--- src/rtl/receptor_pedido_serial.sv ---
// UART 8N1 receiver and request parser: deserialises bytes from RX, validates them as
// (origem, destino) transport requests and holds one pending request for the consumer.
module receptor_pedido_serial #(
    parameter int         CICLOS_POR_BIT = 5208,
    parameter logic [3:0] CABECALHO      = 4'hA
) (
    input  logic       clock,
    input  logic       reset,
    input  logic       RX,
    input  logic       pedido_aceito,
    input  logic       limpa_erros,
    output logic [1:0] origem,
    output logic [1:0] destino,
    output logic       pedido_pronto,
    output logic       erro_quadro,
    output logic       erro_pedido,
    output logic       overflow,
    output logic [7:0] db_byte,
    output logic [2:0] db_estado
);

    localparam int CW = $clog2(CICLOS_POR_BIT);
    localparam logic [CW-1:0] MEIO = CW'(CICLOS_POR_BIT / 2 - 1);
    localparam logic [CW-1:0] FIM  = CW'(CICLOS_POR_BIT - 1);

    typedef enum logic [2:0] {
        OCIOSO = 3'd0,
        INICIO = 3'd1,
        DADOS  = 3'd2,
        PARADA = 3'd3,
        VALIDA = 3'd4
    } estado_t;

    estado_t       estado;
    estado_t       prox;
    logic          rx_m;
    logic          rx_s;
    logic          rx_ant;
    logic [CW-1:0] cont;
    logic [2:0]    n_bit;
    logic [7:0]    desloc;
    logic          bit_parada;
    logic          limpa_cont;
    logic          amostra;

    logic em_valida;
    logic falha_quadro;
    logic falha_pedido;
    logic valido;
    logic seta_quadro;
    logic seta_pedido;
    logic seta_overflow;
    logic carrega;

    // RX is asynchronous: two-flop synchroniser, plus one more flop of rx_s for edge detection
    always_ff @(posedge clock or posedge reset) begin
        if (reset) begin
            rx_m   <= 1'b1;
            rx_s   <= 1'b1;
            rx_ant <= 1'b1;
        end else begin
            rx_m   <= RX;
            rx_s   <= rx_m;
            rx_ant <= rx_s;
        end
    end

    always_ff @(posedge clock or posedge reset) begin
        if (reset) estado <= OCIOSO;
        else       estado <= prox;
    end

    always_comb begin
        prox       = estado;
        limpa_cont = 1'b0;
        amostra    = 1'b0;
        case (estado)
            OCIOSO: begin
                // A held-low line never produces a new edge until it returns high
                if (rx_ant && !rx_s) begin
                    prox       = INICIO;
                    limpa_cont = 1'b1;
                end
            end
            INICIO: begin
                if (cont == MEIO) begin
                    limpa_cont = 1'b1;
                    prox       = rx_s ? OCIOSO : DADOS;
                end
            end
            DADOS: begin
                if (cont == FIM) begin
                    limpa_cont = 1'b1;
                    amostra    = 1'b1;
                    if (n_bit == 3'd7) prox = PARADA;
                end
            end
            PARADA: begin
                if (cont == FIM) begin
                    limpa_cont = 1'b1;
                    amostra    = 1'b1;
                    prox       = VALIDA;
                end
            end
            VALIDA:  prox = OCIOSO;
            default: prox = OCIOSO;
        endcase
    end

    always_ff @(posedge clock or posedge reset) begin
        if (reset) begin
            cont  <= '0;
            n_bit <= 3'd0;
        end else begin
            cont <= limpa_cont ? '0 : cont + 1'b1;
            if (estado == INICIO)
                n_bit <= 3'd0;
            else if (amostra && estado == DADOS)
                n_bit <= n_bit + 3'd1;
        end
    end

    always_ff @(posedge clock) begin
        if (amostra && estado == DADOS)  desloc     <= {rx_s, desloc[7:1]};
        if (amostra && estado == PARADA) bit_parada <= rx_s;
    end

    assign em_valida     = (estado == VALIDA);
    assign falha_quadro  = !bit_parada;
    assign falha_pedido  = (desloc[7:4] != CABECALHO) || (desloc[1:0] == desloc[3:2]);
    assign valido        = em_valida && !falha_quadro && !falha_pedido;
    assign seta_quadro   = em_valida && falha_quadro;
    assign seta_pedido   = em_valida && !falha_quadro && falha_pedido;
    assign seta_overflow = valido && pedido_pronto && !pedido_aceito;
    assign carrega       = valido && (!pedido_pronto || pedido_aceito);

    // A flag raised in the same cycle as limpa_erros stays set
    always_ff @(posedge clock or posedge reset) begin
        if (reset) begin
            erro_quadro <= 1'b0;
            erro_pedido <= 1'b0;
            overflow    <= 1'b0;
        end else begin
            erro_quadro <= seta_quadro   || (erro_quadro && !limpa_erros);
            erro_pedido <= seta_pedido   || (erro_pedido && !limpa_erros);
            overflow    <= seta_overflow || (overflow    && !limpa_erros);
        end
    end

    // One-entry slot: a request accepted in the same cycle frees room for the new one
    always_ff @(posedge clock or posedge reset) begin
        if (reset) begin
            origem        <= 2'b00;
            destino       <= 2'b00;
            pedido_pronto <= 1'b0;
            db_byte       <= 8'h00;
        end else begin
            if (em_valida) db_byte <= desloc;
            if (carrega) begin
                origem        <= desloc[1:0];
                destino       <= desloc[3:2];
                pedido_pronto <= 1'b1;
            end else if (pedido_aceito && pedido_pronto) begin
                pedido_pronto <= 1'b0;
            end
        end
    end

    assign db_estado = estado;

endmodule

--- config.mk ---
export PLATFORM = sky130hd
export DESIGN_NAME = receptor_pedido_serial
export DESIGN_NICKNAME = d
export VERILOG_FILES = /design/src/rtl/receptor_pedido_serial.sv
export SDC_FILE = /design/constraint.sdc
export NUM_CORES = 1
export LEC_CHECK = 0
export CAP_MARGIN = 25
export CELL_PAD_IN_SITES_DETAIL_PLACEMENT = 1
export CELL_PAD_IN_SITES_GLOBAL_PLACEMENT = 1
export CORE_MARGIN = 5
export CORE_UTILIZATION = 40
export DETAILED_ROUTE_END_ITERATION = 16
export PLACE_DENSITY = 0.8
export SYNTH_ARGS = -nofsm -noshare
export SYNTH_HDL_FRONTEND = slang
export SYNTH_SLANG_ARGS = --single-unit
--- constraint.sdc ---
create_clock -name clock -period 2.3 [get_ports clock]
set_input_delay 0.345 -clock clock [delete_from_list [all_inputs] [get_ports clock]]
set_output_delay 0.345 -clock clock [all_outputs]
set_load 0.02 [all_outputs]
==> results of run 1 <==
==> cell usage in the layout (no fill, tap or decap), types with 2 or more instances in the layout <==
cell	netlist	layout
o22ai_1	3	3
inv_1	9	9
o21ai_0	5	5
xnor2_1	9	9
mux2_2	14	14
and3_1	3	3
a21oi_1	3	3
mux2i_1	2	2
ha_1	3	3
nand3_1	8	8
nand4_1	3	3
nand2_1	9	9
dfstp_2	3	3
nor2_1	15	15
xor2_1	3	3
clkdlybuf4s50_1	0	23
dfrtp_1	35	35
edfxtp_1	9	9
buf_4	0	4
nor3_1	5	5
clkbuf_8	0	5
a31oi_1	3	3
nand4bb_1	3	3
nor4_1	3	3
nand2b_1	4	4
==> power breakdown <==
group | internal (mW) | switching (mW) | leakage (nW)
combinational | 0.152 | 0.202 | 0.406
sequential | 0.902 | 0.104 | 0.593
clock | 0.212 | 0.272 | 0.0418
==> cell families after synthesis <==
| group | share of synthesized area [%] |
|---|---|
| and+or+nand+nor | 17.8 |
| DFF | 58.2 |
| AOI/OAI and AO/OA | 5.77 |
| muxes | 8.45 |
| buffers and inverters | 2.97 |
| xor gates and xnor gates | 5.00 |
| adders and majority gates | 1.78 |
==> cell type report <==
type                    count  area share (%)
flip-flops and latches     47            48.8
multi-input cells         113            32.5
repair buffers             27            10.4
well taps                  70            3.49
clock buffers               5            2.74
inverters                   9            1.35
clock inverters             3           0.797
==> per-stage QoR <==
| stage | total power [mW] | hold slack, ns | cells | util, % | setup WS [ns] |
|---|---|---|---|---|---|
| global route | 1.97 | 0.366 | 274 | 49.2 | 0.176 |
| finish | 1.84 | 0.359 | 274 | 49.2 | 0.310 |
| floorplan | 1.27 | 0.345 | 174 | - | 0.120 |
| global placement | 1.36 | 0.346 | 266 | 47.4 | 0.401 |
| detailed placement | 1.38 | 0.347 | 266 | 47.4 | 0.324 |
| CTS | 1.87 | 0.360 | 274 | 49.2 | 0.293 |
==> worst paths after layout <==
path	startpoint	slack, ns	depth (start not counted)	endpoint
worst max-delay path	cont[3]$_DFF_PP0_	0.31	5	desloc[7]$_DFFE_PP_
worst min-delay path	rx_m$_DFF_PP1_	0.36	0	rx_s$_DFF_PP1_
worst max register to register	cont[3]$_DFF_PP0_	0.31	5	desloc[7]$_DFFE_PP_
worst min register to register	rx_m$_DFF_PP1_	0.36	0	rx_s$_DFF_PP1_
max in group asynchronous	reset	1.47	3	rx_s$_DFF_PP1_
min in group asynchronous	reset	0.48	3	origem[1]$_DFFE_PP0P_
==> worst reg2reg max path, cell delays in order, from the launching register on <==
cell       delay, ns
dfrtp_1         0.44
nand4bb_1       0.30
nor4_1          0.45
nand2_1         0.16
nor3_1          0.16
buf_4           0.19
==> state kept, by name, indices dropped and copies added, names as in the netlist, 2 cells and up <==
signal,count
db_estado,3
cont,13
destino,2
desloc,8
n_bit,3
origem,2
db_byte,8
==> metal layers <==
| metal | share of wire (%) | vias up | wire (um) | global-route usage [%] |
|---|---|---|---|---|
| met5 | 0 | - | 0 | 0 |
| met4 | 1.4 | 0 | 58 | 4.90 |
| met3 | 2.9 | 5 | 123 | 3.04 |
| met2 | 50 | 20 | 2130 | 22.7 |
| met1 | 46 | 685 | 1960 | 18.8 |
| li1 | - | 674 | - | - |
==> impl_metrics.env, run 1 <==
export IMPL_netlist_area_um2=2100
export IMPL_wl_per_cell_um=15.6
export IMPL_final_hold_viol_count=0
export IMPL_cpPeakStageDelay_ns=0.45
export IMPL_synthCells=174
export IMPL_synth_common_cells="dfrtp_1 (35), nor2_1 (15), mux2_2 (14)"
export IMPL_ys_flop_type="dfrtp_1"
export IMPL_start_kind="flop"
export IMPL_start_util_pct=41.2
export IMPL_ys_types=40
export IMPL_cp_max_fo=8
export IMPL_max_freq_mhz=502
export IMPL_grt_pass1_vias=1418
export IMPL_slew_headroom_pct=61.4
export IMPL_die_w_um=82.5
export IMPL_routed_wl_um=4270
export IMPL_antenna_cells=0
export IMPL_drive_above_1_share_pct=15.7
export IMPL_synth_area_leaders="dfrtp_1 (42%), edfxtp_1 (13%), mux2_2 (7.5%)"
export IMPL_cts_sinks=47
export IMPL_first_pass_iters=4
export IMPL_hpwl_um=3080
export IMPL_io_pins=24
export IMPL_synth_top_cell_area_share_pct=41.6
export IMPL_track_usage_pct=14.1
export IMPL_avgSynthCellArea_um2=12.1
export IMPL_die_y_um=82.5
export IMPL_grt_overflow=0
export IMPL_postCtsSetupBuffers=0
export IMPL_path_buf_inv=1
export IMPL_synth_async_sr_flop_share_pct=80.9
export IMPL_core_area_um2=5110
export IMPL_critPathKind="reg -> reg"
export IMPL_yosysWarnings=0
export IMPL_rsz0062_at_grt="false"
export IMPL_multiInputGateArea_um2=816
export IMPL_path_delay_family="simple AND/OR/NAND/NOR gates"
export IMPL_cap_violations=0
export IMPL_worstMarginPinSlew_ns=0.571
export IMPL_clock_skew_ns=0.00528
export IMPL_ys_seq_area_share_pct=58.2
export IMPL_synthToLayoutAreaGrowth_pct=19.4
export IMPL_cts_resized=0
export IMPL_seq_area_um2=1220
export IMPL_grt_max_degree=39
export IMPL_n_fill_cell=565
export IMPL_fin_area_um2=2510
export IMPL_synth_edf_count=9
export IMPL_cts_inserted_buffers=5
export IMPL_antenna_found_initial=0
export IMPL_root_buffer="clkbuf_8"
export IMPL_arrival_ns=2.00
export IMPL_finalCritPeriodShare_pct=86.5
export IMPL_clockBufferDepth=2
export IMPL_cts_htree_levels=2
export IMPL_yosysMostFrequentCell="dfrtp_1"
export IMPL_fin_tns_setup_ns=0
export IMPL_ir_worst_vdd_v=0.000396
export IMPL_critPathCaptureType="flop"
export IMPL_worst_path_max_delay_cell="nor4_1"
export IMPL_ys_ff_latch=47
export IMPL_place_area_um2=2420
export IMPL_required_ns=2.31
export IMPL_cts_hold_buf=0
export IMPL_setup_viol_count_final=0
export IMPL_dr_first_iter_drc_count=46
export IMPL_ant_nets=0
export IMPL_worstPathCellList="nand4bb_1 -> nor4_1 -> nand2_1 -> nor3_1 -> buf_4"
export IMPL_synth_largest_area_cell="dfrtp_1"
export IMPL_slew_viol_final=0
export IMPL_drcViolationCount=0
export IMPL_power_density_nw_per_um2=735
export IMPL_clk_latency_ns=0.29
export IMPL_die_area_um2=6810
export IMPL_hp_class="reg -> reg"
export IMPL_rows=26
export IMPL_clk_pin_slew_ns=0.09
export IMPL_final_nets=211
export IMPL_vias=1384
export IMPL_gp_congestion=0.779
export IMPL_p_leak_nw=1.04
export IMPL_status="finished, final reports clean"
export IMPL_tritoncts="built"
export IMPL_port_buffers=23
export IMPL_finalWorstPathRequiredPeriod_ns=1.99
export IMPL_grt_pass1_wl_um=7120
export IMPL_syn_nets=182
export IMPL_avgViaCountPerCell=5.05
No activity file was read; power rests on OpenSTA's default activity.
==> inputs of run 2 (changes only) <==
ABC_AREA = 1   (was not set)
CORE_UTILIZATION = 38   (was 40)
PLACE_DENSITY = 0.81   (was 0.8)
==> run 2 against run 1 <==
Compared with the run above: total power is 31% higher; sequential cell count is the same; critical path depth fell by 4; combinational power is 100% higher; highest routed layer unchanged; largest cell class unchanged; core utilization is 2.2 points lower; critical endpoint is now db_estado[1].
==> impl_metrics.env, run 2 <==
export IMPL_synth_top_cell_area_share_pct=41.2
export IMPL_synth_common_cells="nand2_1 (71), dfrtp_1 (35), inv_1 (32)"
export IMPL_cts_htree_levels=2
export IMPL_worstPathCellList="clkdlybuf4s50_1"
export IMPL_clk_latency_ns=0.30
export IMPL_arrival_ns=1.50
export IMPL_grt_use_met1_pct=15.4
export IMPL_ir_worst_vdd_v=0.000587
export IMPL_ys_flop_type="dfrtp_1"
export IMPL_ys_types=25
export IMPL_final_nets=277
export IMPL_path_buf_inv=1
export IMPL_drcViolationCount=0
export IMPL_power_density_nw_per_um2=941
export IMPL_track_usage_pct=13.0
export IMPL_avgSynthCellArea_um2=8.94
export IMPL_slew_headroom_pct=68.2
export IMPL_routed_wl_um=4300
export IMPL_dp_cells=334
export IMPL_hpwl_um=3350
export IMPL_path_delay_family="buffers and inverters"
export IMPL_grt_use_met3_pct=3.20
export IMPL_rows=27
export IMPL_fin_cells=342
export IMPL_grt_pass1_wl_um=7590
export IMPL_start_util_pct=38.9
export IMPL_io_pins=24
export IMPL_root_buffer="clkbuf_8"
export IMPL_cpPeakStageDelay_ns=0.68
export IMPL_ant_nets=0
export IMPL_port_buffers=23
export IMPL_clk_pin_slew_ns=0.08
export IMPL_fin_area_um2=2570
export IMPL_start_kind="flop"
export IMPL_synthCells=238
export IMPL_synthToLayoutAreaGrowth_pct=20.8
export IMPL_layout_common_cells="nand2_1 (71), dfrtp_1 (35), inv_1 (32)"
export IMPL_slew_viol_final=0
export IMPL_grt_pass1_vias=1706
export IMPL_gp_congestion=0.760
export IMPL_yosysWarnings=0
export IMPL_critPathKind="reg -> out"
export IMPL_ys_ff_latch=47
export IMPL_cts_resized=0
export IMPL_synth_edf_count=9
export IMPL_avgViaCountPerCell=4.69
export IMPL_worst_path_max_delay_cell="clkdlybuf4s50_1"
export IMPL_synth_largest_area_cell="dfrtp_1"
export IMPL_reg_largest_list="cont x13, db_byte x8, desloc x8"
export IMPL_finalCritPeriodShare_pct=80.3
export IMPL_antenna_found_initial=0
export IMPL_cts_hold_buf=0
export IMPL_cts_inserted_buffers=5
export IMPL_n_fill_cell=662
export IMPL_synth_area_leaders="dfrtp_1 (41%), edfxtp_1 (13%), nand2_1 (13%)"
export IMPL_p_leak_nw=1.16
export IMPL_fin_tns_setup_ns=0
export IMPL_final_hold_viol_count=0
export IMPL_cap_violations=0
export IMPL_max_freq_mhz=541
export IMPL_place_area_um2=2450
export IMPL_grt_overflow=0
export IMPL_ys_seq_area_share_pct=57.6
export IMPL_required_ns=1.96
export IMPL_status="finished, final reports clean"
export IMPL_netlist_area_um2=2130
export IMPL_rsz0062_at_grt="false"
export IMPL_core_area_um2=5470
export IMPL_antenna_cells=0
export IMPL_setup_viol_count_final=0
export IMPL_top_register="cont"
export IMPL_seq_area_um2=1220
export IMPL_first_pass_iters=4
export IMPL_clockBufferDepth=2
export IMPL_syn_nets=246
export IMPL_cp_max_fo=7
export IMPL_hp_class="reg -> reg"
export IMPL_grt_busiest_layer="met2"
export IMPL_cts_sinks=47
export IMPL_clock_skew_ns=0.00646
export IMPL_die_y_um=84.8
export IMPL_final_common_cell="nand2_1"
export IMPL_drive_above_1_share_pct=10.0
export IMPL_largest_reg_flops=13
export IMPL_postCtsSetupBuffers=0
export IMPL_synth_async_sr_flop_share_pct=80.9
export IMPL_vias=1605
export IMPL_multiInputGateArea_um2=762
export IMPL_critPathCaptureType="output pin"
export IMPL_use_met2_pct=23.5
export IMPL_dr_first_iter_drc_count=47
export IMPL_tritoncts="built"
export IMPL_die_area_um2=7190
export IMPL_wl_per_cell_um=12.6
export IMPL_yosysMostFrequentCell="nand2_1"
export IMPL_finalWorstPathRequiredPeriod_ns=1.85
export IMPL_die_w_um=84.8
export IMPL_grt_max_degree=39
export IMPL_worstMarginPinSlew_ns=0.478
run 2: cell count changes after synthesis, moves of 7 or more:
cell     previous run  this run
nand2_1             9        71
inv_1               9        32
mux2_2             14         0
nor2_1             15        28
xnor2_1             9         2
run 2: area by class of cell:
| type | instances | share of cell area, % |
|---|---|---|
| repair buffers | 26 | 9.83 |
| inverters | 33 | 4.82 |
| well taps | 72 | 3.51 |
| multi-input cells | 156 | 29.6 |
| clock buffers | 5 | 2.68 |
| clock inverters | 3 | 1.85 |
| flip-flops and latches | 47 | 47.7 |
run 2: power breakdown:
part	leakage (nW)	internal [mW]	switching, mW
Sequential	0.582	0.979	0.114
Combinational	0.518	0.289	0.424
Clock	0.0587	0.329	0.283
run 2: per-stage QoR:
stage	hold slack, ns	utilization [%]	power (mW)	setup slack, ns
2_1_floorplan	0.345	-	1.55	0.555
3_3_place_gp	0.347	44.8	1.80	0.643
3_5_place_dp	0.352	44.8	1.83	0.611
4_1_cts	0.366	47.0	2.46	0.426
5_1_grt	0.372	47.0	2.59	0.387
6_report	0.364	47.0	2.42	0.453
run 2: worst paths after layout:
path                       slack, ns                     start               endpoint  cells past startpoint
hold / removal                  0.36            rx_m$_DFF_PP1_         rx_s$_DFF_PP1_                      0
min in group asynchronous       0.45                     reset  origem[1]$_DFFE_PP0P_                      3
max in group asynchronous       1.48                     reset       rx_ant$_DFF_PP1_                      3
setup reg to reg                0.59         cont[0]$_DFF_PP0_      cont[2]$_DFF_PP0_                      7
hold reg to reg                 0.36            rx_m$_DFF_PP1_         rx_s$_DFF_PP1_                      0
setup / recovery                0.45  db_estado[1]$_DFFE_PP0P_           db_estado[1]                      1
run 2: logic make-up after synthesis:
logic type	count (synthesis)	synth area share, %
simple gates	133	27.6
flops	47	57.6
buf+inv	35	6.59
compound gates	13	3.59
xor+xnor	7	2.88
fa+ha+maj	3	1.76
run 2: metal layers:
| layer | vias to the layer above | part of all wire [%] | wire length (um) |
|---|---|---|---|
| met3 | 4 | 4.6 | 197 |
| li1 | 805 | - | - |
| met1 | 762 | 44 | 1880 |
| met5 | - | 0 | 0 |
| met4 | 0 | 0.84 | 36 |
| met2 | 34 | 51 | 2190 |
